## config.mk

```make
export PLATFORM = sky130hd
export DESIGN_NAME = rvsteel_spi
export DESIGN_NICKNAME = d
export VERILOG_FILES = /design/src/rtl/rvsteel_spi_pkg.sv /design/src/rtl/rvsteel_spi_shifter.sv /design/src/rtl/rvsteel_spi.sv
export SDC_FILE = /design/constraint.sdc
export NUM_CORES = 1
export LEC_CHECK = 0
export CORE_MARGIN = 4
export CORE_UTILIZATION = 35
export DETAILED_ROUTE_END_ITERATION = 8
export GPL_ROUTABILITY_DRIVEN = 0
export PLACE_DENSITY = 0.72
export SLEW_MARGIN = 20
export SYNTH_ARGS = -nofsm -noshare
export SYNTH_HDL_FRONTEND = slang
export SYNTH_SLANG_ARGS = --single-unit
```

## constraint.sdc

```tcl
create_clock -name clock -period 3.1 [get_ports clock]
set_clock_uncertainty 0.05 [all_clocks]
set_input_delay 0.62 -clock clock [delete_from_list [all_inputs] [get_ports clock]]
set_output_delay 0.62 -clock clock [all_outputs]
set_load 0.1 [all_outputs]
```

## src/rtl/rvsteel_spi_pkg.sv

```systemverilog
// Shared definitions for the rvsteel_spi manager-side SPI controller:
// register offsets, CTRL bit positions, FSM encoding and a strobe merge helper.
package rvsteel_spi_pkg;

    localparam logic [1:0] REG_CTRL = 2'd0;
    localparam logic [1:0] REG_CS   = 2'd1;
    localparam logic [1:0] REG_DIV  = 2'd2;
    localparam logic [1:0] REG_DATA = 2'd3;

    localparam int CTRL_CPOL = 0;
    localparam int CTRL_CPHA = 1;
    localparam int CTRL_BUSY = 8;

    localparam logic [3:0] LAST_EDGE = 4'd15;

    typedef enum logic {
        ST_IDLE = 1'b0,
        ST_XFER = 1'b1
    } spi_state_t;

    function automatic logic [31:0] apply_strobe(
        input logic [31:0] old_v,
        input logic [31:0] new_v,
        input logic [3:0]  strb
    );
        logic [31:0] res;
        for (int i = 0; i < 4; i++) begin
            res[8*i +: 8] = strb[i] ? new_v[8*i +: 8] : old_v[8*i +: 8];
        end
        return res;
    endfunction

endpackage

```

## src/rtl/rvsteel_spi_shifter.sv

```systemverilog
// Bit engine for rvsteel_spi: half-period timing, 16-edge sequencing,
// MOSI shifting and MISO sampling for all four CPOL/CPHA modes.
module rvsteel_spi_shifter
    import rvsteel_spi_pkg::*;
(
    input  logic       clock,
    input  logic       reset,
    input  logic       i_start,
    input  logic [7:0] i_data,
    input  logic       i_cpol,
    input  logic       i_cpha,
    input  logic [7:0] i_div,
    input  logic       i_miso,
    output logic       o_busy,
    output logic       o_sclk,
    output logic       o_mosi,
    output logic       o_done,
    output logic [7:0] o_rx_byte
);

    spi_state_t r_state;
    logic       r_cpha;
    logic [7:0] r_div;
    logic [7:0] r_hcnt;
    logic [3:0] r_edge;
    logic [2:0] r_bit;
    logic [7:0] r_sh;
    logic [7:0] r_rx;
    logic       r_sclk;
    logic       r_mosi;

    logic       w_tick;
    logic       w_lead;
    logic       w_trail;
    logic       w_sample;
    logic       w_shift;
    logic [7:0] w_rx;

    assign w_tick  = (r_state == ST_XFER) && (r_hcnt == r_div);
    assign w_lead  = w_tick && !r_edge[0];
    assign w_trail = w_tick && r_edge[0];

    // CPHA=0 never shifts on the final trailing edge: the byte is already out
    assign w_sample = r_cpha ? w_trail : w_lead;
    assign w_shift  = r_cpha ? w_lead : (w_trail && (r_edge != LAST_EDGE));

    always_comb begin
        w_rx = r_rx;
        if (w_sample) begin
            w_rx[r_bit] = i_miso;
        end
    end

    assign o_done    = w_tick && (r_edge == LAST_EDGE);
    assign o_rx_byte = w_rx;
    assign o_busy    = (r_state == ST_XFER);
    assign o_sclk    = r_sclk;
    assign o_mosi    = r_mosi;

    always_ff @(posedge clock or posedge reset) begin
        if (reset) begin
            r_state <= ST_IDLE;
            r_cpha  <= 1'b0;
            r_div   <= 8'd0;
            r_hcnt  <= 8'd0;
            r_edge  <= 4'd0;
            r_bit   <= 3'd0;
            r_sh    <= 8'd0;
            r_rx    <= 8'd0;
            r_sclk  <= 1'b0;
            r_mosi  <= 1'b0;
        end else begin
            case (r_state)
                ST_IDLE: begin
                    if (i_start) begin
                        r_state <= ST_XFER;
                        r_cpha  <= i_cpha;
                        r_div   <= i_div;
                        r_hcnt  <= 8'd0;
                        r_edge  <= 4'd0;
                        r_bit   <= 3'd7;
                        r_rx    <= 8'd0;
                        r_sclk  <= i_cpol;
                        r_mosi  <= i_data[7];
                        // CPHA=1 re-presents bit 7 on the first leading edge
                        r_sh    <= i_cpha ? i_data : {i_data[6:0], 1'b0};
                    end
                end
                ST_XFER: begin
                    if (w_tick) begin
                        r_hcnt <= 8'd0;
                        r_edge <= r_edge + 4'd1;
                        r_sclk <= ~r_sclk;
                    end else begin
                        r_hcnt <= r_hcnt + 8'd1;
                    end
                    if (w_sample) begin
                        r_rx  <= w_rx;
                        r_bit <= r_bit - 3'd1;
                    end
                    if (w_shift) begin
                        r_mosi <= r_sh[7];
                        r_sh   <= {r_sh[6:0], 1'b0};
                    end
                    if (o_done) begin
                        r_state <= ST_IDLE;
                    end
                end
                default: r_state <= ST_IDLE;
            endcase
        end
    end

endmodule

```

## src/rtl/rvsteel_spi.sv

```systemverilog
// rvsteel_spi: bus-attached SPI manager with CTRL/CS/DIV/DATA registers.
// Define RVSTEEL_SPI_IRQ_EN to add the spi_irq / spi_irq_response ports.
module rvsteel_spi
    import rvsteel_spi_pkg::*;
#(
    parameter int NUM_CHIP_SELECTS = 1
) (
    input  logic                        clock,
    input  logic                        reset,
    input  logic [31:0]                 rw_address,
    output logic [31:0]                 read_data,
    input  logic                        read_request,
    output logic                        read_response,
    input  logic [31:0]                 write_data,
    input  logic [3:0]                  write_strobe,
    input  logic                        write_request,
    output logic                        write_response,
    output logic                        spi_sclk,
    output logic                        spi_mosi,
    input  logic                        spi_miso,
    output logic [NUM_CHIP_SELECTS-1:0] spi_cs
`ifdef RVSTEEL_SPI_IRQ_EN
   ,output logic                        spi_irq,
    input  logic                        spi_irq_response
`endif
);

    logic                        r_cpol;
    logic                        r_cpha;
    logic [NUM_CHIP_SELECTS-1:0] r_cs;
    logic [7:0]                  r_div;
    logic [7:0]                  r_rx_byte;
    logic [31:0]                 r_read_data;
    logic                        r_read_response;
    logic                        r_write_response;

    logic [1:0]  w_sel;
    logic        w_start;
    logic        w_busy;
    logic        w_sclk;
    logic        w_mosi;
    logic        w_done;
    logic [7:0]  w_rx_byte;
    logic [31:0] w_cs_ext;
    logic [31:0] w_cs_wr;
    logic [31:0] w_rdata;
    logic        w_unused;

    assign w_sel   = rw_address[3:2];
    assign w_start = write_request && (w_sel == REG_DATA)
                   && write_strobe[0] && !w_busy;

    always_comb begin
        w_cs_ext = '0;
        w_cs_ext[NUM_CHIP_SELECTS-1:0] = r_cs;
    end

    assign w_cs_wr  = apply_strobe(w_cs_ext, write_data, write_strobe);
    assign w_unused = ^{rw_address[31:4], rw_address[1:0], w_cs_wr};

    rvsteel_spi_shifter u_shifter (
        .clock     (clock),
        .reset     (reset),
        .i_start   (w_start),
        .i_data    (write_data[7:0]),
        .i_cpol    (r_cpol),
        .i_cpha    (r_cpha),
        .i_div     (r_div),
        .i_miso    (spi_miso),
        .o_busy    (w_busy),
        .o_sclk    (w_sclk),
        .o_mosi    (w_mosi),
        .o_done    (w_done),
        .o_rx_byte (w_rx_byte)
    );

    // Idle SCLK tracks CPOL directly so a mode change shows up at once
    assign spi_sclk       = w_busy ? w_sclk : r_cpol;
    assign spi_mosi       = w_mosi;
    assign spi_cs         = r_cs;
    assign read_data      = r_read_data;
    assign read_response  = r_read_response;
    assign write_response = r_write_response;

    always_comb begin
        w_rdata = '0;
        unique case (w_sel)
            REG_CTRL: begin
                w_rdata[CTRL_CPOL] = r_cpol;
                w_rdata[CTRL_CPHA] = r_cpha;
                w_rdata[CTRL_BUSY] = w_busy;
            end
            REG_CS:   w_rdata      = w_cs_ext;
            REG_DIV:  w_rdata[7:0] = r_div;
            REG_DATA: w_rdata[7:0] = r_rx_byte;
            default:  w_rdata      = '0;
        endcase
    end

    always_ff @(posedge clock or posedge reset) begin
        if (reset) begin
            r_cpol           <= 1'b0;
            r_cpha           <= 1'b0;
            r_cs             <= '1;
            r_div            <= 8'd0;
            r_rx_byte        <= 8'd0;
            r_read_data      <= 32'd0;
            r_read_response  <= 1'b0;
            r_write_response <= 1'b0;
        end else begin
            r_read_response  <= read_request;
            r_write_response <= write_request;
            r_read_data      <= read_request ? w_rdata : 32'd0;
            if (write_request) begin
                unique case (w_sel)
                    REG_CTRL: begin
                        if (write_strobe[0]) begin
                            r_cpol <= write_data[CTRL_CPOL];
                            r_cpha <= write_data[CTRL_CPHA];
                        end
                    end
                    REG_CS: r_cs <= w_cs_wr[NUM_CHIP_SELECTS-1:0];
                    REG_DIV: begin
                        if (write_strobe[0]) begin
                            r_div <= write_data[7:0];
                        end
                    end
                    default: ;
                endcase
            end
            if (w_done) begin
                r_rx_byte <= w_rx_byte;
            end
        end
    end

`ifdef RVSTEEL_SPI_IRQ_EN
    logic r_irq;

    assign spi_irq = r_irq;

    // A completion on the response cycle wins so no event is lost
    always_ff @(posedge clock or posedge reset) begin
        if (reset) begin
            r_irq <= 1'b0;
        end else if (w_done) begin
            r_irq <= 1'b1;
        end else if (spi_irq_response) begin
            r_irq <= 1'b0;
        end
    end
`endif

endmodule

```

==> results of run 1 <==
==> state kept, by name, indices dropped and copies added, names as in the netlist, 3 cells and up <==
signal / flops
r_div: 8
u_shifter.r_bit: 3
u_shifter.r_sh: 8
u_shifter.r_div: 8
u_shifter.r_rx: 8
r_rx_byte: 8
u_shifter.r_edge: 4
read_data: 9
u_shifter.r_hcnt: 8
==> stage by stage <==
stage,instances,utilization (%),cell area (um^2)
after CTS,534,41.4,4270
final,534,41.4,4270
after global routing,534,41.4,4270
after floorplan,386,-,3800
after global placement,518,39.2,4050
after detailed placement,518,39.2,4050
==> worst register-to-register path, stage by stage, from the launching register on <==
cell and delay, ns:
dfrtp_1 0.45, xnor2_1 0.21, nand4_1 0.25, o21ai_1 0.71
nand2_1 0.17, mux2_2 0.31
==> power by group through the flow <==
| stage | sequential, uW | clock [uW] | combinational [uW] |
|---|---|---|---|
| 5_1_grt | 1510 | 911 | 1530 |
| 3_5_place_dp | 1490 | 0 | 1390 |
| 3_3_place_gp | 1470 | 0 | 1360 |
| 2_1_floorplan | 1550 | 0 | 1030 |
| 4_1_cts | 1470 | 868 | 1400 |
| 6_report | 1470 | 852 | 1400 |
==> logic make-up after synthesis <==
group,count (synthesis)
AND/OR/NAND/NOR,135
multiplexers,45
flip-flops,73
buffers and inverters,44
AO/OA/AOI/OAI,50
XOR/XNOR,13
adder cells (fa/ha/maj),3
other,1
==> final timing paths <==
| kind | start | end | slack, ns | cells after the start |
|---|---|---|---|---|
| worst max-delay path | rw_address[3] | u_shifter.r_sh[1]$_DFFE_PP0P_ | 0.71 | 6 |
| worst min-delay path | r_rx_byte[1]$_DFFE_PP0P_ | r_rx_byte[1]$_DFFE_PP0P_ | 0.46 | 1 |
| worst max register to register | u_shifter.r_hcnt[5]$_DFFE_PP0P_ | u_shifter.r_edge[0]$_DFFE_PP0P_ | 0.84 | 5 |
| worst min register to register | r_rx_byte[1]$_DFFE_PP0P_ | r_rx_byte[1]$_DFFE_PP0P_ | 0.46 | 1 |
| max in group asynchronous | reset | u_shifter.r_sh[7]$_DFFE_PP0P_ | 1.67 | 3 |
| min in group asynchronous | reset | u_shifter.r_rx[5]$_DFFE_PP0P_ | 0.64 | 2 |
==> layer usage <==
layer	up-vias	part of all wire, %	GRT usage [%]
met3	18	4.4	2.95
met2	79	47	21.0
li1	1275	-	-
met4	0	2.3	5.27
met5	-	0	0
met1	1313	46	18.0
==> cells in the final DEF, fill, tap and decap left out, types with 7 or more instances in the layout <==
cell and count:
o21ai_0 22, nand2_1 54, xnor2_1 9, nand4_1 9, clkdlybuf4s50_1 15, buf_4 20, conb_1 23, nand3_1 14
a21oi_1 8, mux2_2 21, mux2i_1 23, nor2_1 21, o22ai_1 7, clkbuf_8 9, and3_1 10, dfrtp_1 72
==> area by class of cell <==
cell class	instances	area, um^2	area share, %
clock inverters	7	101	2.37
clock buffers	9	124	2.90
multi-input cells	269	1710	40.1
inverters	4	15.0	0.352
repair buffers	36	320	7.50
flip-flops and latches	73	1830	42.8
well taps	136	170	3.98
==> out/qor.txt, run 1 <==
final worst slack: 0.709 ns
Clk pwr share: 22.9%
DIE HEIGHT: 111 um
register bit total from synthesis: 73
cell taking the most area after synthesis: dfrtp_1
core area: 10300 um^2
post-route minimum period: 2.39 ns
Synth Warn #: 0
xor/xnor share of the synthesized area: 3.26%
Post-synth EDFFs: 0
TritonCTS Buffers: 9
Leak: 0.00192 uW
most instantiated cells after synthesis: dfrtp_1, nand2_1, buf_4, mux2i_1, o21ai_0
drt total wl: 7.97 mm
first-pass GRT wire length: 13.4 mm
site row count: 37
CP Class: in -> reg
port bufs: 29
initial antenna violation count: 0
die width: 111 um
CP Buf/Inv Count: 1
peak supply drop: 399 uV
die area: 12300 um^2
largest family of logic cells by synthesized area: simple AND/OR/NAND/NOR gates
sequential share of power: 39.6%
CTS tree: built
critical path's largest stage delay: 0.59 ns
CP Data Required Time: 3.32 ns
DR iter-0 viols: 143
pre-CTS WS: 0.384 ns
largest cells by area after synthesis: dfrtp_1, mux2_2, mux2i_1
fraction of synthesized area in multiplexers: 13.2%
Reg clk slew, reported paths: 0.08 ns
vias in the first global route: 2722
Worst EP arrival: 2.62 ns
# diodes: 0
Layout Nets: 469
largest net degree at the start of global routing: 30
Top FF cell, synth: dfrtp_1
Pint: 2150 uW
# hold bufs at CTS: 0
# DRC: 0
Bufs on Longest Clock Path: 2
Clock H-tree levels: 3
Top-Level Pins: 110
critical path's top delay family: simple AND/OR/NAND/NOR gates
Final period util: 77.1%
Initial Utilization: 36.0%
Layout area overhead: 14.8%
Max Fclk: 418 MHz
CP max-delay cell: clkdlybuf4s50_1
Avg Cell Area, Syn: 10.2 um^2
fin. max-slew vios: 0
most common cell in the netlist: dfrtp_1
Adder-Cell Fraction of Synth Area: 1.01%
Slew @ Worst Pin: 0.795 ns
# clock sinks: 73
PostCTS Resize Cnt: 0
Gate power share: 37.5%
post-DR vias/cell: 5.03
worst path cell trace: clkdlybuf4s50_1, nand4_1, nor2b_1, nor4_4, nor2_2, o22ai_1
Power, Total: 3720 uW
layout cells sized above 1: 17.8%
GRT overflow: 0
Max-Slew Margin vs Limit: 46.6%
sequential share of the synthesized area: 49.1%
Clk Latency, worst-skew pair: 0.36 ns
Setup crit start kind: input port
pwr dens: 872 nW/um^2
Setup crit end kind: flip-flop
switching share of power: 42.2%
max cap viols: 0
status: complete, no violations
Final setup viols: 0
synthesized area: 3720 um^2
root buf cell: clkbuf_8
hold slack: 0.461 ns
drt pass-1 iters: 4
async set-reset flop share out of synthesis: 100%
# fillers: 997
post-synthesis cell count: 364
Total GRT Usage: 13.4%
Synth cell types: 48
setup_tns: 0 ns
NetSw: 1570 uW
Routed wire per std cell: 14.9 um
RSZ-0062 raised after global routing: false
Crit Path Max Fanout: 10
Synth Area in Simple Gates: 18.2%
Post-CTS Setup Inserts: 0
Synth Area in Compound Gates: 8.04%
via count: 2685
Routed Antenna Nets: 0
final hold vios: 0
worst min-delay path class: reg -> reg
DP HPWL: 5.78 mm
top-area cell type share of the netlist area: 48.4%
(Power assumes the default switching activity.)
==> run 2: changes to the inputs <==
clock period = 2.3 ns   (was 3.1 ns; I/O delays follow)
==> run 2 against run 1 <==
  * Combinational power rose by 38%
  * First-iteration DRC count fell by 0.70%
  * Sequential power rose by 37%
  * Cell area rose by 1.6%
  * Die area did not move
  * Critical path type is now reg -> out
  * Core utilization rose by 0.68 points
  * Sequential share of layout area fell by 0.69 points
  * Worst setup slack got worse by 0.53 ns
  * Cell count rose by 1.5%
  * Global-route usage barely moved
  * Flip-flop and latch count did not move
  * Non-clock buffer count rose by 8
==> out/qor.txt, run 2 (synthesized netlist as in run 1, its figures left out) <==
Total GRT Usage: 13.4%
layout cells sized above 1: 19.2%
Post-Place Cells: 526
Reg clk slew, reported paths: 0.08 ns
# diodes: 0
GRT overflow: 0
Initial Utilization: 36.0%
NetSw: 2080 uW
via count: 2667
fin. max-slew vios: 0
Gate power share: 38.2%
Max-Slew Margin vs Limit: 58.9%
die width: 111 um
Setup crit end kind: output pin
post-DR vias/cell: 4.92
drt total wl: 8.04 mm
die area: 12300 um^2
Pint: 2960 uW
site row count: 37
Max Fclk: 471 MHz
sequential share of power: 39.8%
worst setup path startpoint: u_shifter.o_busy$_DFF_PP0_
Bufs on Longest Clock Path: 2
Slew @ Worst Pin: 0.616 ns
number of flip-flops in the largest register: 9
Top-Level Pins: 110
Critical R2R Launch: u_shifter.r_hcnt[5]$_DFFE_PP0P_
CP Class: reg -> out
initial antenna violation count: 0
Routed wire per std cell: 14.8 um
DP HPWL: 5.70 mm
pwr dens: 1160 nW/um^2
Reg2Reg Depth: 5
drt pass-1 iters: 4
largest net degree at the start of global routing: 74
final non-filler cell total: 542
post-route minimum period: 2.12 ns
port bufs: 29
root buf cell: clkbuf_8
Clk Latency, worst-skew pair: 0.34 ns
Layout Nets: 477
Final period util: 92.3%
first-pass GRT wire length: 13.5 mm
final hold vios: 0
status: complete, no violations
CTS tree: built
core area: 10300 um^2
multi-input logic area: 1710 um^2
Setup crit start kind: flip-flop
most common cell after layout, fill and taps aside: dfrtp_1
worst min-delay path class: reg -> reg
CP Data Required Time: 1.79 ns
Hold Startpoint: r_div[1]$_DFFE_PP0P_
worst setup path endpoint: spi_sclk
setup_tns: 0 ns
RSZ-0062 raised after global routing: false
Crit Path Max Fanout: 15
peak supply drop: 558 uV
Leak: 0.00196 uW
switching share of power: 41.3%
Register Area: 1830 um^2
vias in the first global route: 2693
DIE HEIGHT: 111 um
FF-to-FF setup slack: 0.24 ns
# fillers: 975
Final setup viols: 0
# DRC: 0
Clk pwr share: 22.0%
r2r endpoint: r_rx_byte[2]$_DFFE_PP0P_
Worst EP arrival: 1.61 ns
Layout area overhead: 16.7%
# clock sinks: 73
max cap viols: 0
Routed Antenna Nets: 0
TritonCTS Buffers: 9
Post-CTS Setup Inserts: 0
most frequent cells in the layout: dfrtp_1, nand2_1, buf_4
DR iter-0 viols: 142
Clock H-tree levels: 3
-- run 2: how the worst min path moves through the flow --
stage / cells past startpoint / end
2_1_floorplan: 2 / u_shifter.r_div[0]$_DFFE_PP0P_
3_3_place_gp: 2 / u_shifter.r_div[1]$_DFFE_PP0P_
3_5_place_dp: 2 / u_shifter.r_div[0]$_DFFE_PP0P_
4_1_cts: 2 / u_shifter.r_div[1]$_DFFE_PP0P_
5_1_grt: 1 / r_rx_byte[5]$_DFFE_PP0P_
6_report: 2 / u_shifter.r_div[1]$_DFFE_PP0P_
-- run 2: routing by layer --
metal	vias up	global-route usage [%]	share of wire (%)
li1	1289	-	-
met1	1311	17.7	46
met2	59	22.1	49
met3	8	2.46	3.8
met4	0	4.38	1.1
met5	-	0	0
-- run 2: critical path: stages (launching register included) --
cell	delay [ns]
dfrtp_1	0.74
nand2b_1	0.24
nand2_1	0.11
buf_12	0.18
-- run 2: power groups by stage --
| stage | Combinational, uW | Sequential (uW) | Clock [uW] |
|---|---|---|---|
| after floorplan | 1400 | 2090 | 0 |
| after global placement | 1870 | 1990 | 0 |
| after detailed placement | 1940 | 2020 | 0 |
| after CTS | 1940 | 2000 | 1140 |
| after global routing | 2130 | 2050 | 1190 |
| final | 1930 | 2010 | 1110 |
-- run 2: repair_timing --
item | 4_1_cts | 5_1_grt
gates resized for setup | 0 | 1
hold buffers | 0 | 0
setup endpoints to repair | 0 | 1
-- run 2: stage by stage --
step | cell area, um^2 | hold slack, ns | power (uW) | utilization, % | setup WS, ns
after floorplan | 3810 | 0.400 | 3490 | - | 0.181
after global placement | 4120 | 0.431 | 3870 | 39.9 | 0.126
after detailed placement | 4120 | 0.435 | 3960 | 39.9 | 0.0831
after CTS | 4340 | 0.455 | 5070 | 42.0 | 0.161
after global routing | 4340 | 0.483 | 5370 | 42.0 | 0.0801
final | 4340 | 0.453 | 5040 | 42.0 | 0.177
-- run 2: cell type report --
cell class	instances	area share [%]
flip-flops and latches	73	42.1
clock inverters	6	2.10
multi-input cells	269	39.4
inverters	4	0.432
repair buffers	44	9.05
clock buffers	10	2.94
well taps	136	3.92
